<file path="src/rtl/apb_arbiter2.sv">
// Two-initiator APB arbiter: one owner at a time, request-window ownership,
// round-robin tie break and a PREADY watchdog that aborts stalled access phases.
module apb_arbiter2 #(
  parameter logic [7:0] TIMEOUT = 8'd64
) (
  input  logic       CLK,
  input  logic       RESETn,
  input  logic       m0_req,
  input  logic       m1_req,
  output logic       m0_gnt,
  output logic       m1_gnt,
  input  logic       m0_PSEL,
  input  logic       m0_PENABLE,
  input  logic       m0_PWRITE,
  input  logic [7:0] m0_PADDR,
  input  logic [7:0] m0_PWDATA,
  output logic [7:0] m0_PRDATA,
  output logic       m0_PREADY,
  input  logic       m1_PSEL,
  input  logic       m1_PENABLE,
  input  logic       m1_PWRITE,
  input  logic [7:0] m1_PADDR,
  input  logic [7:0] m1_PWDATA,
  output logic [7:0] m1_PRDATA,
  output logic       m1_PREADY,
  output logic       PSEL,
  output logic       PENABLE,
  output logic       PWRITE,
  output logic [7:0] PADDR,
  output logic [7:0] PWDATA,
  input  logic [7:0] PRDATA,
  input  logic       PREADY,
  output logic       timeout_err,
  input  logic       err_clr
);

  typedef enum logic [1:0] {IDLE, OWN0, OWN1} state_t;

  localparam logic WD_EN = (TIMEOUT != 8'd0);

  state_t     state, state_nxt;
  logic       last_served, last_served_nxt;
  logic [7:0] wd_cnt, wd_cnt_nxt;
  logic       own_psel, own_penable, own_pwrite;
  logic [7:0] own_paddr, own_pwdata;
  logic       stall, abort;

  always_ff @(posedge CLK or negedge RESETn) begin
    if (!RESETn) begin
      state       <= IDLE;
      last_served <= 1'b1;
      wd_cnt      <= 8'd0;
      m0_gnt      <= 1'b0;
      m1_gnt      <= 1'b0;
      timeout_err <= 1'b0;
    end else begin
      state       <= state_nxt;
      last_served <= last_served_nxt;
      wd_cnt      <= wd_cnt_nxt;
      m0_gnt      <= (state_nxt == OWN0);
      m1_gnt      <= (state_nxt == OWN1);
      if (abort)
        timeout_err <= 1'b1;
      else if (err_clr)
        timeout_err <= 1'b0;
    end
  end

  // An owner is released only once both its request and any in-flight PSEL are gone.
  always_comb begin
    state_nxt       = state;
    last_served_nxt = last_served;
    case (state)
      IDLE: begin
        if (m0_req && (!m1_req || last_served)) begin
          state_nxt       = OWN0;
          last_served_nxt = 1'b0;
        end else if (m1_req) begin
          state_nxt       = OWN1;
          last_served_nxt = 1'b1;
        end
      end
      OWN0: begin
        if (!m0_req && !m0_PSEL) begin
          if (m1_req) begin
            state_nxt       = OWN1;
            last_served_nxt = 1'b1;
          end else begin
            state_nxt = IDLE;
          end
        end
      end
      OWN1: begin
        if (!m1_req && !m1_PSEL) begin
          if (m0_req) begin
            state_nxt       = OWN0;
            last_served_nxt = 1'b0;
          end else begin
            state_nxt = IDLE;
          end
        end
      end
      default: state_nxt = IDLE;
    endcase
  end

  always_comb begin
    own_psel    = 1'b0;
    own_penable = 1'b0;
    own_pwrite  = 1'b0;
    own_paddr   = 8'd0;
    own_pwdata  = 8'd0;
    case (state)
      OWN0: begin
        own_psel    = m0_PSEL;
        own_penable = m0_PENABLE;
        own_pwrite  = m0_PWRITE;
        own_paddr   = m0_PADDR;
        own_pwdata  = m0_PWDATA;
      end
      OWN1: begin
        own_psel    = m1_PSEL;
        own_penable = m1_PENABLE;
        own_pwrite  = m1_PWRITE;
        own_paddr   = m1_PADDR;
        own_pwdata  = m1_PWDATA;
      end
      default: ;
    endcase
  end

  // Abort cycle fakes a completion to the owner and hides the access from the target.
  assign stall = own_psel & own_penable & ~PREADY;
  assign abort = WD_EN & stall & (wd_cnt == TIMEOUT);

  assign PSEL    = own_psel & ~abort;
  assign PENABLE = own_penable & ~abort;
  assign PWRITE  = own_pwrite;
  assign PADDR   = own_paddr;
  assign PWDATA  = own_pwdata;

  assign m0_PREADY = (state == OWN0) & (PREADY | abort);
  assign m1_PREADY = (state == OWN1) & (PREADY | abort);
  assign m0_PRDATA = (state != OWN0) ? 8'd0 : (abort ? 8'hFF : PRDATA);
  assign m1_PRDATA = (state != OWN1) ? 8'd0 : (abort ? 8'hFF : PRDATA);

  always_comb begin
    wd_cnt_nxt = wd_cnt;
    if (!WD_EN || (state_nxt != state) || PREADY || abort)
      wd_cnt_nxt = 8'd0;
    else if (stall && (wd_cnt != 8'hFF))
      wd_cnt_nxt = wd_cnt + 8'd1;
  end

endmodule

</file>
<file path="config.mk">
export PLATFORM = sky130hd
export DESIGN_NAME = apb_arbiter2
export DESIGN_NICKNAME = d
export VERILOG_FILES = /design/src/rtl/apb_arbiter2.sv
export SDC_FILE = /design/constraint.sdc
export NUM_CORES = 1
export LEC_CHECK = 0
export ABC_AREA = 1
export BUFFER_PORTS_ARGS = -buffer_cell sky130_fd_sc_hd__buf_2
export CORE_MARGIN = 2
export CORE_UTILIZATION = 40
export DETAILED_ROUTE_END_ITERATION = 8
export GPL_TIMING_DRIVEN = 0
export PLACE_DENSITY = 0.76
export SYNTH_ARGS = -nofsm -noshare
export SYNTH_HDL_FRONTEND = slang
export SYNTH_SLANG_ARGS = --single-unit
</file>
<file path="constraint.sdc">
create_clock -name CLK -period 3.5 [get_ports CLK]
set_clock_uncertainty 0.05 [all_clocks]
set_input_delay 0.7 -clock CLK [delete_from_list [all_inputs] [get_ports CLK]]
set_output_delay 0.7 -clock CLK [all_outputs]
set_load 0.01 [all_outputs]
</file>
==> results.md <==
Worst setup path:
- The termination of the worst setup path is m0_PRDATA[0].
- The worst register-to-register path ends at wd_cnt[7].
- The number of cells traversed by the worst register-to-register path is 11.
- The cell family contributing the most delay on the critical path is simple AND/OR/NAND/NOR gates.
- The start point of the critical path is state[0].
- The startpoint of the most critical register-to-register path is state[0].
- The cell that appears most often on the critical path is sky130_fd_sc_hd__nand2_1.
- Setup slack on the worst reg-to-reg path comes out at 1.39 ns.
- The maximum fanout along the worst path is 10.
- For the worst setup path, the data required time is 2.75 ns.
- The data arrival time of the critical path is 2.32 ns.
- The stage delay of the slowest cell on the critical path is 0.46 ns.
- The worst setup path is of the flip-flop to output pin kind.
- The critical path runs through a total of 10 cells.
- The number of buffer and inverter instances along the worst setup path is 3.
- The master of the slowest instance on the critical path is sky130_fd_sc_hd__dfrtp_1.
- Traced cell by cell, the critical path runs through inv_1, ha_1, nand3_1, nand2_1, nand2_1, nor2_2, nand2_1, buf_2, a21oi_1, buf_2.
- The worst setup path is launched from a flip-flop.
- The endpoint kind of the worst setup timing path is an output pin.

GRT:
- The initial antenna violation count was 0.
- The first global-routing pass estimated 6770 um of wire.
- The via count of the first global-routing pass is 1587.
- Entering global routing, the biggest net connects 15 pins.
- In the global route stage, overall resource usage came out at 0.207.
- The final global-route overflow total is 0.

Clock tree:
- TritonCTS built the clock tree.
- Buffers added to address setup during post-CTS repair amount to 0.
- In this run, CTS created clock tree buffers numbering 3.
- The clock transition time at the flip-flop clock pins of the worst setup and hold paths is 0.09 ns.
- In this run the number of H-tree levels came out at 1.
- The maximum buffer depth of the clock tree is 2.
- The clock root buffer is sky130_fd_sc_hd__clkbuf_4.
- The count of instances resized after the clock tree is built is 0.
- The clock latency on the worst-skew pair is 0.28 ns.
- CTS saw 14 sinks.
- After clock tree synthesis, the flow added hold-fix buffers numbering 0.

Power and ir drop:
- IR analysis of the VDD net gives a maximum drop of 299 uV.
- Dividing total power by cell area gives a power density of 536 mW/mm2.
- For this design the static power due to leakage is 1.12 nW.

Detailed routing:
- The detailed router finished its first iteration with 87 violations.
- Summing over every cut layer, the via total after detailed routing is ~1800.
- The remaining antenna violation count after routing is 0.
- The average wire length per cell after detail routing is between 10 and 15 um.
- The average via count per standard cell is 4.81.
- The number of detailed-routing iterations run before antenna repair is 4.
- In the routed design, unresolved DRC markers number 0.
- The routed wire length is 4000 um.

STA:
- The fmax is 325 MHz.
- The tightest hold margin is ~0.24 ns.
- In the final timing run, aggregate negative setup slack is 0 ns.
- The final critical path time including I/O delays and setup is 3.07 ns.
- The final critical-path share of the clock period is 0.878.
- The measured slew at the worst slew-check pin is 0.416 ns.
- The final-report max-slew violation count was 0.
- The remaining max-slew budget at the tightest pin is 0.723.
- Setup repair after global routing left no endpoint under its margin.
- The setup violation total in the final timing report is 0.
- The hold violation total from the final report was 0.

Final layout:
- 0 antenna diodes ended up in the layout.
- Once layout is complete, the utilization of the core stands at 0.579.
- The number of filler cells placed in the layout is 343.
- The post-synthesis to final-layout area growth is 39.7%.
- The number of nets at the end of the flow is 392.
- The finished cells cover just under 0.002 mm2.
- In the final layout, the share of cells above drive strength 1 is 0.345.

Yosys:
- In the synthesized netlist, the cells that appear most often are sky130_fd_sc_hd__nand2_1, sky130_fd_sc_hd__a21oi_1, sky130_fd_sc_hd__inv_1.
- By area the synthesized netlist is led by sky130_fd_sc_hd__dfrtp_1, sky130_fd_sc_hd__nand2_1, sky130_fd_sc_hd__a21oi_1.
- The most numerous cell in the Yosys netlist is sky130_fd_sc_hd__nand2_1.
- The predominant post-synthesis flop cell is sky130_fd_sc_hd__dfrtp_1.
- The synthesized netlist net count is 296.
- In this run, synthesis produced a sequential element count of 14.
- The count of distinct cell types in the synthesized netlist is 22.
- The share of synthesized area occupied by flip-flops and latches is 0.254.
- During synthesis, Yosys emitted a total of 0 warnings.
- The instance count of the mapped netlist is 238.
- The fraction of registers with async set or reset after synthesis is 1.00.
- A synthesized cell averages 5.81 um2.
- After synthesis the cells add up to roughly 0.0014 mm2.
- The area fraction of the dominant cell type after synthesis is 0.235.
- sky130_fd_sc_hd__dfrtp_1 takes more of the synthesized area than any other cell.
- The number of synthesized flops with an enable pin is 0.

Worst hold path:
- The path type of the worst min-delay path is primary input to async pin.

Placement:
- The placed instance area is 0.00190 mm2.
- Routability-driven placement finished with a final weighted congestion of between 0.8 and 0.9.
- The HPWL reported at the end of detailed placement is between 3000 and 4000 um.
- Input and output buffers added on the ports amount to 91.

Floorplan:
- Row generation in the floorplan step produced 21 rows.
- The core area is 0.00334 mm2.
- In this run the count of I/O pins placed on the die edge is 92.
- The floorplan die width is around 63 um.
- The vertical extent of the die is 62.8 um.
- The die covers just under 0.004 mm2.
- The initial utilization of the core area, before any placement, comes to 0.414.

Outcome:
- The run finished with clean final reports.

Job:
- The tool flagged a number of max-cap violations equal to 0.
-- through the flow --
| stage | power (mW) | std cells | setup WS, ns |
|---|---|---|---|
| floorplan | 0.674 | 238 | 1.07 |
| global placement | 0.911 | 375 | 0.795 |
| detailed placement | 0.918 | 375 | 0.745 |
| CTS | 1.04 | 379 | 0.416 |
| global route | 1.15 | 379 | 0.152 |
| finish | 1.04 | 379 | 0.427 |
-- how the worst min path moves through the flow --
stage,slack [ns],endpoint,startpoint
floorplan,0.35,m0_gnt,RESETn
global placement,0.44,timeout_err,timeout_err
detailed placement,0.45,timeout_err,timeout_err
CTS,0.25,wd_cnt[6],RESETn
global route,0.25,wd_cnt[6],RESETn
finish,0.24,wd_cnt[5],RESETn
-- report_power, final --
| part | internal, mW | switching [mW] |
|---|---|---|
| Sequential | 0.191 | 0.0241 |
| Clock | 0.0634 | 0.0559 |
| Combinational | 0.244 | 0.457 |
-- registers in the layout (all words and copies together) (netlist names) --
register,count
wd_cnt,8
state,2
last_served,1
m0_gnt,1
m1_gnt,1
timeout_err,1
-- cells by family (layout without fill, tap and decap cells) --
family | Yosys count | count (layout) | share of synthesized area
xor gates and xnor gates | 1 | 1 | 0.00634
and+or+nand+nor | 124 | 124 | 0.381
DFF | 14 | 14 | 0.254
adders and majority gates | 6 | 6 | 0.0543
buffers and inverters | 46 | 141 | 0.130
AOI/OAI and AO/OA | 47 | 47 | 0.174
-- cells in the final DEF (no fill, tap or decap) --
master,n
sky130_fd_sc_hd__a21oi_1,38
sky130_fd_sc_hd__a21oi_2,1
sky130_fd_sc_hd__a31oi_1,1
sky130_fd_sc_hd__buf_1,2
sky130_fd_sc_hd__buf_2,97
sky130_fd_sc_hd__clkbuf_4,3
sky130_fd_sc_hd__clkbuf_8,1
sky130_fd_sc_hd__clkinv_1,1
sky130_fd_sc_hd__dfrtp_1,13
sky130_fd_sc_hd__dfstp_2,1
sky130_fd_sc_hd__ha_1,6
sky130_fd_sc_hd__inv_1,32
sky130_fd_sc_hd__inv_2,5
sky130_fd_sc_hd__nand2_1,78
sky130_fd_sc_hd__nand2_2,1
sky130_fd_sc_hd__nand3_1,16
sky130_fd_sc_hd__nand3_2,1
sky130_fd_sc_hd__nand4_1,6
sky130_fd_sc_hd__nor2_1,17
sky130_fd_sc_hd__nor2_2,4
sky130_fd_sc_hd__nor2_4,1
sky130_fd_sc_hd__o21ai_0,4
sky130_fd_sc_hd__o21ai_1,3
sky130_fd_sc_hd__xor2_1,1
-- area by class of cell --
| class | count | area (um2) | area share |
|---|---|---|---|
| Multi-Input combinational cell | 178 | 851 | 0.440 |
| Timing Repair Buffer | 91 | 455 | 0.236 |
| Sequential cell | 14 | 352 | 0.182 |
| Inverter | 38 | 143 | 0.0738 |
| Tap cell | 46 | 57.6 | 0.0298 |
| Buffer | 8 | 37.5 | 0.0194 |
| Clock buffer | 4 | 36.3 | 0.0188 |
-- layer usage --
metal  routed length (um)  up-vias  global-route usage
met3                  261        0              0.0505
met1                 1740      808               0.251
li1                     -      945                   -
met4                    0        0              0.0333
met5                    0        -                   0
met2                 2000       69               0.376
No activity file was read; power rests on OpenSTA's default activity.
